==> src/rtl/sr_cmd_pkg.sv <==
// Shared types and widths for the SR command generator.
//   state_t  : command FSM state (IDLE / ISSUE / HOLD), fixed binary encoding
//   DB_CNT_W : debounce counter width (covers DB_CYCLES up to 255)
//   HO_CNT_W : holdoff counter width (covers HOLDOFF up to 15)
package sr_cmd_pkg;

    localparam int unsigned DB_CNT_W = 8;
    localparam int unsigned HO_CNT_W = 4;

    typedef enum logic [1:0] {
        IDLE  = 2'b00,
        ISSUE = 2'b01,
        HOLD  = 2'b10
    } state_t;

endpackage

==> src/rtl/sr_debounce.sv <==
// One input channel: 2-flop synchronizer, debounce counter and rising-edge detect.
//   clk  : clock, rising edge
//   rst  : synchronous active-high reset
//   raw  : asynchronous, bouncy level input
//   rise : one-cycle pulse when the debounced level goes 0 -> 1
module sr_debounce
    import sr_cmd_pkg::*;
#(
    parameter int unsigned DB_CYCLES = 8
) (
    input  logic clk,
    input  logic rst,
    input  logic raw,
    output logic rise
);

    logic                sync1_q, sync2_q;
    logic                db_q, db_d;
    logic                db_prev_q;
    logic [DB_CNT_W-1:0] cnt_q, cnt_d;

    // The counter only runs while the synchronized input disagrees with the
    // accepted level; any agreement restarts the stability window.
    always_comb begin
        db_d  = db_q;
        cnt_d = '0;
        if (sync2_q != db_q) begin
            if (cnt_q == DB_CNT_W'(DB_CYCLES - 1)) begin
                db_d  = ~db_q;
                cnt_d = '0;
            end else begin
                cnt_d = cnt_q + 1'b1;
            end
        end
    end

    always_ff @(posedge clk) begin
        if (rst) begin
            sync1_q   <= 1'b0;
            sync2_q   <= 1'b0;
            db_q      <= 1'b0;
            db_prev_q <= 1'b0;
            cnt_q     <= '0;
        end else begin
            sync1_q   <= raw;
            sync2_q   <= sync1_q;
            db_q      <= db_d;
            db_prev_q <= db_q;
            cnt_q     <= cnt_d;
        end
    end

    assign rise = db_q & ~db_prev_q;

endmodule

==> src/rtl/sr_cmd_gen.sv <==
// Turns two bouncy push-button levels into clean one-cycle S/R commands for a
// downstream SR flip-flop, with a holdoff gap after every command.
//   clk, rst    : clock (rising edge) and synchronous active-high reset
//   set_req_raw : asynchronous set request level
//   clr_req_raw : asynchronous clear request level
//   S, R        : registered one-cycle set / reset commands (never both high)
//   busy        : high while a command is being issued or held off
//   conflict    : registered one-cycle pulse when set and clear collide
//   q_shadow    : expected downstream Q after the last issued command
module sr_cmd_gen
    import sr_cmd_pkg::*;
#(
    parameter int unsigned DB_CYCLES = 8,
    parameter int unsigned HOLDOFF   = 2
) (
    input  logic clk,
    input  logic rst,
    input  logic set_req_raw,
    input  logic clr_req_raw,
    output logic S,
    output logic R,
    output logic busy,
    output logic conflict,
    output logic q_shadow
);

    logic set_ev, clr_ev;

    sr_debounce #(
        .DB_CYCLES (DB_CYCLES)
    ) u_db_set (
        .clk  (clk),
        .rst  (rst),
        .raw  (set_req_raw),
        .rise (set_ev)
    );

    sr_debounce #(
        .DB_CYCLES (DB_CYCLES)
    ) u_db_clr (
        .clk  (clk),
        .rst  (rst),
        .raw  (clr_req_raw),
        .rise (clr_ev)
    );

    state_t              state_q, state_d;
    logic [HO_CNT_W-1:0] ho_q, ho_d;
    logic                pend_set_q, pend_set_d;
    logic                pend_clr_q, pend_clr_d;
    logic                s_q, s_d;
    logic                r_q, r_d;
    logic                conflict_q, conflict_d;
    logic                q_shadow_q, q_shadow_d;
    logic                eff_set, eff_clr;

    assign eff_set = set_ev | pend_set_q;
    assign eff_clr = clr_ev | pend_clr_q;

    always_comb begin
        state_d    = state_q;
        ho_d       = ho_q;
        pend_set_d = pend_set_q;
        pend_clr_d = pend_clr_q;
        s_d        = 1'b0;
        r_d        = 1'b0;
        conflict_d = 1'b0;
        q_shadow_d = q_shadow_q;

        case (state_q)
            IDLE: begin
                if (eff_set && eff_clr) begin
                    // Colliding requests cancel each other; nothing is issued.
                    conflict_d = 1'b1;
                    pend_set_d = 1'b0;
                    pend_clr_d = 1'b0;
                end else if (eff_set) begin
                    state_d    = ISSUE;
                    s_d        = 1'b1;
                    q_shadow_d = 1'b1;
                    pend_set_d = 1'b0;
                end else if (eff_clr) begin
                    state_d    = ISSUE;
                    r_d        = 1'b1;
                    q_shadow_d = 1'b0;
                    pend_clr_d = 1'b0;
                end
            end
            ISSUE: begin
                state_d    = HOLD;
                ho_d       = HO_CNT_W'(HOLDOFF - 1);
                pend_set_d = pend_set_q | set_ev;
                pend_clr_d = pend_clr_q | clr_ev;
            end
            HOLD: begin
                pend_set_d = pend_set_q | set_ev;
                pend_clr_d = pend_clr_q | clr_ev;
                if (ho_q == '0) begin
                    state_d = IDLE;
                end else begin
                    ho_d = ho_q - 1'b1;
                end
            end
            default: begin
                state_d = IDLE;
            end
        endcase
    end

    always_ff @(posedge clk) begin
        if (rst) begin
            state_q    <= IDLE;
            ho_q       <= '0;
            pend_set_q <= 1'b0;
            pend_clr_q <= 1'b0;
            s_q        <= 1'b0;
            r_q        <= 1'b0;
            conflict_q <= 1'b0;
            q_shadow_q <= 1'b0;
        end else begin
            state_q    <= state_d;
            ho_q       <= ho_d;
            pend_set_q <= pend_set_d;
            pend_clr_q <= pend_clr_d;
            s_q        <= s_d;
            r_q        <= r_d;
            conflict_q <= conflict_d;
            q_shadow_q <= q_shadow_d;
        end
    end

    assign S        = s_q;
    assign R        = r_q;
    assign conflict = conflict_q;
    assign q_shadow = q_shadow_q;
    assign busy     = (state_q != IDLE);

endmodule

==> config.mk <==
export PLATFORM = sky130hd
export DESIGN_NAME = sr_cmd_gen
export DESIGN_NICKNAME = d
export VERILOG_FILES = /design/src/rtl/sr_cmd_pkg.sv /design/src/rtl/sr_debounce.sv /design/src/rtl/sr_cmd_gen.sv
export SDC_FILE = /design/constraint.sdc
export NUM_CORES = 1
export LEC_CHECK = 0
export ABC_AREA = 1
export BUFFER_PORTS_ARGS = -buffer_cell sky130_fd_sc_hd__buf_2
export CAP_MARGIN = 10
export CORE_ASPECT_RATIO = 0.6
export CORE_UTILIZATION = 43
export DETAILED_ROUTE_END_ITERATION = 8
export PLACE_DENSITY = 0.65
export SLEW_MARGIN = 20
export SYNTH_ARGS = -nofsm -noshare
export SYNTH_HDL_FRONTEND = slang
export SYNTH_SLANG_ARGS = --single-unit
export TNS_END_PERCENT = 1
==> constraint.sdc <==
create_clock -name clk -period 1.45 [get_ports clk]
set_input_delay 0.2175 -clock clk [delete_from_list [all_inputs] [get_ports clk]]
set_output_delay 0.2175 -clock clk [all_outputs]
set_load 0.05 [all_outputs]
==> results of run 1 <==
## through the flow
step	worst slack (ns)	utilization, %
2_1_floorplan	0.0960	-
3_3_place_gp	0.0938	48.1
3_5_place_dp	0.0518	48.1
4_1_cts	0.00423	51.8
5_1_grt	0.00534	51.9
6_report	0.0693	51.9
## cell type report
type / count / area, um2
inverter: 42 / 158
timing repair buffer: 11 / 68.8
clock inverter: 1 / 30.0
multi-input combinational: 135 / 772
fill: 357 / 1770
sequential: 36 / 726
tap: 47 / 58.8
clock buffer: 7 / 96.3
## per-layer routing
| metal | wire length [um] | vias to the layer above |
|---|---|---|
| li1 | - | 699 |
| met1 | 1630 | 537 |
| met2 | 1010 | 12 |
| met3 | 92 | 6 |
| met4 | 44 | 0 |
| met5 | 0 | - |
## worst max-delay path: stages (launching register included)
cell     delay, ns
dfxtp_2       0.35
inv_1         0.07
ha_1          0.22
inv_2         0.09
buf_6         0.16
## power by group
part           internal [mW]  leakage (nW)  total [mW]  switching (mW)
Sequential              1.05         0.294        1.09          0.0398
Clock                  0.607        0.0645       0.963           0.356
Combinational          0.207         0.461       0.557           0.350
Total                   1.87         0.819        2.61           0.746
## cell usage in the layout, fill, tap and decap left out, types with 3 or more instances in the layout
| master | instances |
|---|---|
| inv_1 | 36 |
| nor2_1 | 34 |
| dfxtp_1 | 32 |
| nand2_1 | 29 |
| nand3_1 | 14 |
| ha_1 | 10 |
| a21oi_1 | 9 |
| clkbuf_8 | 7 |
| buf_2 | 7 |
| inv_2 | 6 |
| nor3_1 | 6 |
| xor2_1 | 6 |
| nand4_1 | 4 |
| dfxtp_2 | 4 |
| nand2_2 | 3 |
| nor2_2 | 3 |
| o21ai_0 | 3 |
| buf_4 | 3 |
## cell families after synthesis
logic type | synth area share, %
AND/OR/NAND/NOR | 29.0
XOR/XNOR | 3.71
flip-flops | 43.6
AO/OA/AOI/OAI | 6.35
adder cells (fa/ha/maj) | 7.56
buffers and inverters | 9.76
## worst paths after layout
check	slack (ns)	start	end
hold reg to reg	0.41	u_db_set.sync1_q$_SDFF_PP0_	u_db_set.sync2_q$_SDFF_PP0_
setup reg to reg	0.14	u_db_set.db_q$_SDFFE_PP0P_	state_q[1]$_SDFFE_PP0P_
setup / recovery	0.07	state_q[0]$_SDFFE_PP0P_	busy
hold / removal	0.13	set_req_raw	u_db_set.sync1_q$_SDFF_PP0_
## what timing repair did
item | CTS | global route
buffers inserted | 0 | 0
resized for setup | 4 | 4
endpoints found under the hold margin | 0 | 0
setup endpoints to repair | 1 | 5
## flip-flops by register name (all words and copies together), names as in the netlist, 2 cells and up
register / count
state_q: 2
ho_q: 4
u_db_set.cnt_q: 8
u_db_clr.cnt_q: 8
==> reports/metrics.cfg, run 1 <==
[run_status]
status=completed

[placed_design]
dp_hpwl_um=2080
dpl_cell_area_um2=1770
gp_congestion=0.764
port_buffers=8
place_inst=271

[timing]
setup_tns_ns=0
fin_skew_ns=0.00602
relSlewSlack_pct=79.0
period_needed_ns=1.38
rsz0062_at_grt=false
hold_ws_ns=0.135
fin_crit_sh_pct=95.2
finalHoldViolations=0
slew_violations=0
clock.fmax_ghz=0.724
setup_viol=0
tightestPinTransition_ns=0.315

[cts]
cts_buffers=5
clkLatencyLatePin_ns=0.29
cts_tree=done
clk_pin_slew_ns=0.07
htree_levels=2
cts_root_buffer=clkbuf_8
clock_path_buffers=2
cts_sinks=36
postCtsHoldBufs=0

[worst_setup_path]
worst-setup-path-type=flop to primary output
worstPathRequired_ns=1.23
endpoint_kind=primary output
critical_path.max_fanout=3
r2r_cells=8
arrival_ns=1.16
worst_setup_path_start_kind=flop

[global_routing]
grt_max_degree=12
grt_use_met3_pct=6.11
grt.met1_usage_pct=22.7
antenna_found_initial=0
grtUsageTotal_pct=16.0
grt_first_pass_wirelength_um=4730
grt_pass1_vias=1108
overflow=0
grt-busiest-layer=met1
use_met2_pct=20.4

[min_path]
hold_depth=3
min_path_type=primary input to flop

[finish]
final_cell_count_no_fill=279
area_delta_synth_final_pct=15.4
antenna_cells=0
finalNetCount=245
drive_gt1_share_pct=18.5
design_area_um2=1910

[logic_synthesis]
yosys_warnings=0
synth_top_area_share_pct=43.6
synth-edff-count=0
synth_commonest_cells=37 x inv_1, 36 x dfxtp_1, 34 x nor2_1
syn_area_um2=1650
yosysTopAreaCell=dfxtp_1
syn_inst=214
synthDistinctLibCells=26
yosysSeqAreaShare_pct=43.6
synth_nets=228
avgSynthCellArea_um2=7.73
synth_flop_cell=dfxtp_1
yosysMostFrequentCell=inv_1
async_flop_share_pct=0
yosys_register_bits=36
synth_top_cells_by_area=dfxtp_1 44%, inv_1 8.4%, nor2_1 7.7%

[flow_run]
cap_violations=0

[die]
fp.dieArea_um2=4110
pin_count=9
initial_core_util_pct=45.0
fp.dieH_um=50.0
coreArea_um2=3680
die_x_um=82.1
num_rows=17

[power]
p_leak_nw=0.819
vdd_drop_max_mv=0.681
fin_total_pwr_mw=2.61
power_density_nw_per_um2=1370

[drt]
drt.antenna.violating_nets=0
drt_wl_total_um=2770
vias=1254
drt-pass1-iter-count=4
drt_iter0_markers=43
avgRoutedWirePerCell_um=9.92
drt-vias-per-instance=4.49
drc=0

No activity file was read; power rests on OpenSTA's default activity.
==> run 2, diff against run 1 <==
--- a/config.mk
+++ b/config.mk
@@ -11,7 +11,7 @@
 export CORE_ASPECT_RATIO = 0.6
 export CORE_UTILIZATION = 43
 export DETAILED_ROUTE_END_ITERATION = 8
-export PLACE_DENSITY = 0.65
+export PLACE_DENSITY = 0.67
 export SLEW_MARGIN = 20
 export SYNTH_ARGS = -nofsm -noshare
 export SYNTH_HDL_FRONTEND = slang
==> constraint.sdc (replaced) <==
create_clock -name clk -period 1.17 [get_ports clk]
set_input_delay 0.1755 -clock clk [delete_from_list [all_inputs] [get_ports clk]]
set_output_delay 0.1755 -clock clk [all_outputs]
set_load 0.05 [all_outputs]
==> reports/metrics.cfg, run 2 (synthesis results as in run 1) <==
[die]
fp.dieArea_um2=4110
die_x_um=82.1
coreArea_um2=3680
num_rows=17
fp.dieH_um=50.0
initial_core_util_pct=45.0
pin_count=9

[drt]
drt.antenna.violating_nets=0
drt_iter0_markers=80
avgRoutedWirePerCell_um=10.7
drt_wl_total_um=3180
vias=1390
drc=0
drt-pass1-iter-count=4
drt-vias-per-instance=4.66

[worst_setup_path]
endpoint_kind=primary output
r2r_cells=9
critical_path.max_fanout=4
worstPathRequired_ns=0.99
arrival_ns=1.11
worst_setup_path_start_kind=flop
worst-setup-path-type=flop to primary output

[timing]
clock.fmax_ghz=0.777
hold_ws_ns=0.0866
period_needed_ns=1.29
worst_slack_ns=-0.117
finalHoldViolations=0
tightestPinTransition_ns=0.237
slew_violations=0
fin_skew_ns=0.00300
relSlewSlack_pct=84.1
rsz0062_at_grt=true
setup_viol=4
fin_crit_sh_pct=110

[finish]
final_util_pct=59.2
final_common_cell=nor2_1
antenna_cells=0
most-common-layout-cells=34 x nor2_1, 30 x inv_1, 28 x dfxtp_1
drive_gt1_share_pct=35.1
finalNetCount=264
fillers=347
area_delta_synth_final_pct=31.6
design_area_um2=2180
top_regs=u_db_clr.cnt_q (8), u_db_set.cnt_q (8), ho_q (4)

[global_routing]
overflow=0
grt_use_met3_pct=6.11
grt.met1_usage_pct=24.9
grtUsageTotal_pct=18.7
grt-busiest-layer=met2
grt_first_pass_wirelength_um=5570
grt_pass1_vias=1289
use_met2_pct=26.9
grt_max_degree=12
antenna_found_initial=0

[placed_design]
dpl_cell_area_um2=1940
port_buffers=8
dp_hpwl_um=2260
gp_congestion=0.774

[cts]
htree_levels=2
cts_buffers=5
clkLatencyLatePin_ns=0.29
cts_sinks=36
postCtsHoldBufs=0
clock_path_buffers=2
clk_pin_slew_ns=0.07
cts_root_buffer=clkbuf_8
cts_tree=done

[power]
vdd_drop_max_mv=1.28
power_density_nw_per_um2=1640
p_leak_nw=0.945

[flow_run]
cap_violations=0

[run_status]
status=finished with violations
violations=setup timing

[min_path]
min_path_type=primary input to flop
hold_depth=3

-- run 2: changes by cell type in the layout (fill, tap and decap cells not counted), moves of 2 or more --
cell | previous run | this run
nand3_1 | 14 | 12
dfxtp_2 | 4 | 8
inv_2 | 6 | 10
nand3_2 | 2 | 4
ha_1 | 10 | 3
o21ai_4 | 0 | 2
nand2_1 | 29 | 25
buf_4 | 3 | 22
dfxtp_1 | 32 | 28
inv_1 | 36 | 30
ha_2 | 0 | 5
ha_4 | 0 | 2
nand2_4 | 0 | 4
-- run 2: worst paths after layout --
| path | slack (ns) | from | end |
|---|---|---|---|
| max reg2reg | -0.04 | u_db_set.db_q$_SDFFE_PP0P_ | pend_clr_q$_SDFFE_PP0P_ |
| max | -0.12 | state_q[1]$_SDFFE_PP0P_ | busy |
| min reg2reg | 0.40 | u_db_clr.sync1_q$_SDFF_PP0_ | u_db_clr.sync2_q$_SDFF_PP0_ |
| min | 0.09 | set_req_raw | u_db_set.sync1_q$_SDFF_PP0_ |
-- run 2: layer usage --
layer  part of all wire [%]  vias to the layer above
li1                       -                      739
met1                     52                      621
met2                     43                       26
met3                    3.6                        4
met4                    1.4                        0
met5                      0                        -
-- run 2: final cells by class --
cell class / count / area (um2) / share of cell area, %
Clock buffer: 7 / 96.3 / 4.43
Clock inverter: 1 / 30.0 / 1.38
Inverter: 42 / 164 / 7.53
Multi-Input combinational cell: 135 / 882 / 40.5
Sequential cell: 36 / 731 / 33.6
Tap cell: 47 / 58.8 / 2.70
Timing Repair Buffer: 30 / 215 / 9.89
-- run 2: where the power goes --
part           internal, mW  total [mW]  leakage, nW  switching (mW)
Clock                 0.752        1.21       0.0645           0.456
Combinational         0.455        1.01        0.585           0.550
Sequential             1.31        1.36        0.296          0.0495
Total                  2.52        3.57        0.945            1.06
-- run 2: metrics by stage --
step	total power, mW	setup WS (ns)	instances	TNS (ns)
final	3.57	-0.117	298	-0.177
after global routing	3.77	-0.165	298	-1.14
after CTS	3.54	-0.126	298	-0.230
after detailed placement	2.20	-0.123	288	-0.725
after global placement	2.19	-0.0804	288	-0.300
after floorplan	1.97	-0.0332	214	-0.103
-- run 2: timing repair --
action | CTS | global route
endpoints found under the setup margin | 19 | 27
cloned | 0 | 0
resized for setup | 15 | 18
setup buffers | 2 | 0
pin swaps | 7 | 4
-- run 2: worst max-delay path, cell delays in order, from the launching register on --
cell and delay (ns):
dfxtp_2 0.35, inv_2 0.07, ha_4 0.15, clkinvlp_4 0.10
buf_8 0.15
==> run 3, diff against run 2 <==
--- a/config.mk
+++ b/config.mk
@@ -7,11 +7,11 @@
 export LEC_CHECK = 0
 export ABC_AREA = 1
 export BUFFER_PORTS_ARGS = -buffer_cell sky130_fd_sc_hd__buf_2
-export CAP_MARGIN = 10
+export CAP_MARGIN = 30
 export CORE_ASPECT_RATIO = 0.6
+export CORE_MARGIN = 2
 export CORE_UTILIZATION = 43
 export DETAILED_ROUTE_END_ITERATION = 8
-export PLACE_DENSITY = 0.67
 export SLEW_MARGIN = 20
 export SYNTH_ARGS = -nofsm -noshare
 export SYNTH_HDL_FRONTEND = slang
==> reports/metrics.cfg, run 3 (synthesis results as in run 1) <==
[power]
power_density_nw_per_um2=1520
fin_total_pwr_mw=3.41
vdd_drop_max_mv=1.07
p_leak_nw=0.959

[timing]
fin_crit_sh_pct=109
tightestPinTransition_ns=0.236
clock.fmax_ghz=0.785
rsz0062_at_grt=true
fin_skew_ns=0.00628
worst_slack_ns=-0.103
relSlewSlack_pct=84.1
slew_violations=0
setup_viol=8
period_needed_ns=1.27
finalHoldViolations=0

[global_routing]
overflow=0
grt_pass1_vias=1293
grtUsageTotal_pct=17.6
antenna_found_initial=0
grt_max_degree=11
grt_first_pass_wirelength_um=5750

[cts]
clkLatencyLatePin_ns=0.29
cts_root_buffer=clkbuf_8
clock_path_buffers=2
htree_levels=2
cts_sinks=36
clk_pin_slew_ns=0.07
cts_tree=done
cts_buffers=5

[run_status]
status=finished with violations
violations=setup timing

[finish]
top_regs=u_db_clr.cnt_q (8), u_db_set.cnt_q (8), ho_q (4)
antenna_cells=0
final_common_cell=nor2_1
area_delta_synth_final_pct=35.9
final_util_pct=61.1
regArea_um2=731
multi_input_area_um2=923
most-common-layout-cells=33 x nor2_1, 30 x dfxtp_1, 30 x inv_1, 30 x buf_4, 22 x nand2_1
finalNetCount=272
fillers=339
drive_gt1_share_pct=38.6

[die]
fp.dieH_um=52.0
die_x_um=84.1
fp.dieArea_um2=4380
pin_count=9
num_rows=17
coreArea_um2=3680
initial_core_util_pct=45.0

[flow_run]
cap_violations=0

[placed_design]
port_buffers=8
dp_hpwl_um=2420
gp_congestion=0.770
dpl_worst_slack_ns=-0.0934

[drt]
avgRoutedWirePerCell_um=11.1
drt_wl_total_um=3400
drt-vias-per-instance=4.57
drt.antenna.violating_nets=0
vias=1398
drc=0
drt-pass1-iter-count=4
drt_iter0_markers=59

[min_path]
min_path_type=primary input to flop

[worst_setup_path]
arrival_ns=1.10
critical_path.max_fanout=3
endpoint_kind=primary output
worst_setup_path_start_kind=flop
worstPathRequired_ns=0.99
worst-setup-path-type=flop to primary output

run 3: changes by cell type in the layout (fill, tap and decap cells not counted), moves of 3 or more:
cell and change:
ha_4 +3, a21oi_2 +3, nand2_2 +4, a21oi_1 -3, ha_2 -4, nand2_1 -3
dfxtp_2 -3, buf_4 +8
run 3: worst paths after layout:
| check | from | endpoint | slack (ns) | cells after the start |
|---|---|---|---|---|
| min | set_req_raw | u_db_set.sync1_q$_SDFF_PP0_ | 0.08 | 3 |
| max reg2reg | u_db_set.db_q$_SDFFE_PP0P_ | q_shadow$_SDFFE_PP0P_ | -0.09 | 8 |
| max | state_q[0]$_SDFFE_PP0P_ | busy | -0.10 | 4 |
| min reg2reg | u_db_set.sync1_q$_SDFF_PP0_ | u_db_set.sync2_q$_SDFF_PP0_ | 0.41 | 2 |
run 3: repair_timing:
item                                   CTS  global route
setup buffers                            6             1
resized for setup                       14            27
hold buffers                             0             0
setup endpoints to repair               17            28
endpoints found under the hold margin    0             0
pin swaps                               10            12
run 3: final cells by class:
cell class                      instances  share of cell area [%]
Clock buffer                            8                    4.01
Inverter                               42                    7.52
Multi-Input combinational cell        135                    41.1
Sequential cell                        36                    32.5
Tap cell                               47                    2.62
Timing Repair Buffer                   38                    12.2
run 3: power by group:
part / internal (mW) / switching (mW) / leakage (nW) / total (mW)
Clock: 0.480 / 0.428 / 0.0455 / 0.908
Combinational: 0.524 / 0.615 / 0.618 / 1.14
Sequential: 1.31 / 0.0513 / 0.295 / 1.36
Total: 2.31 / 1.10 / 0.959 / 3.41
run 3: worst max-delay path: stages (launching register included):
cell,delay [ns]
dfxtp_2,0.34
inv_4,0.07
ha_4,0.15
clkinvlp_4,0.09
buf_8,0.15
run 3: per-stage QoR:
step	setup TNS, ns	instances	instance area [um2]	hold WS (ns)
final	-0.489	306	2250	0.0819
after CTS	-0.296	305	2140	0.0750
after global placement	-0.382	291	1960	0.377
after detailed placement	-0.437	291	1960	0.384
after floorplan	-0.103	214	1690	0.255
after global routing	-1.52	306	2250	0.0771
run 3: routing by layer:
layer  wire length, um  global-route usage (%)  part of all wire (%)  vias up
li1                  -                       -                     -      752
met1              1810                    24.3                    53      619
met2              1370                    25.1                    40       19
met3               160                    5.87                   4.7        8
met4                61                    7.26                   1.8        0
met5                 0                       0                     0        -
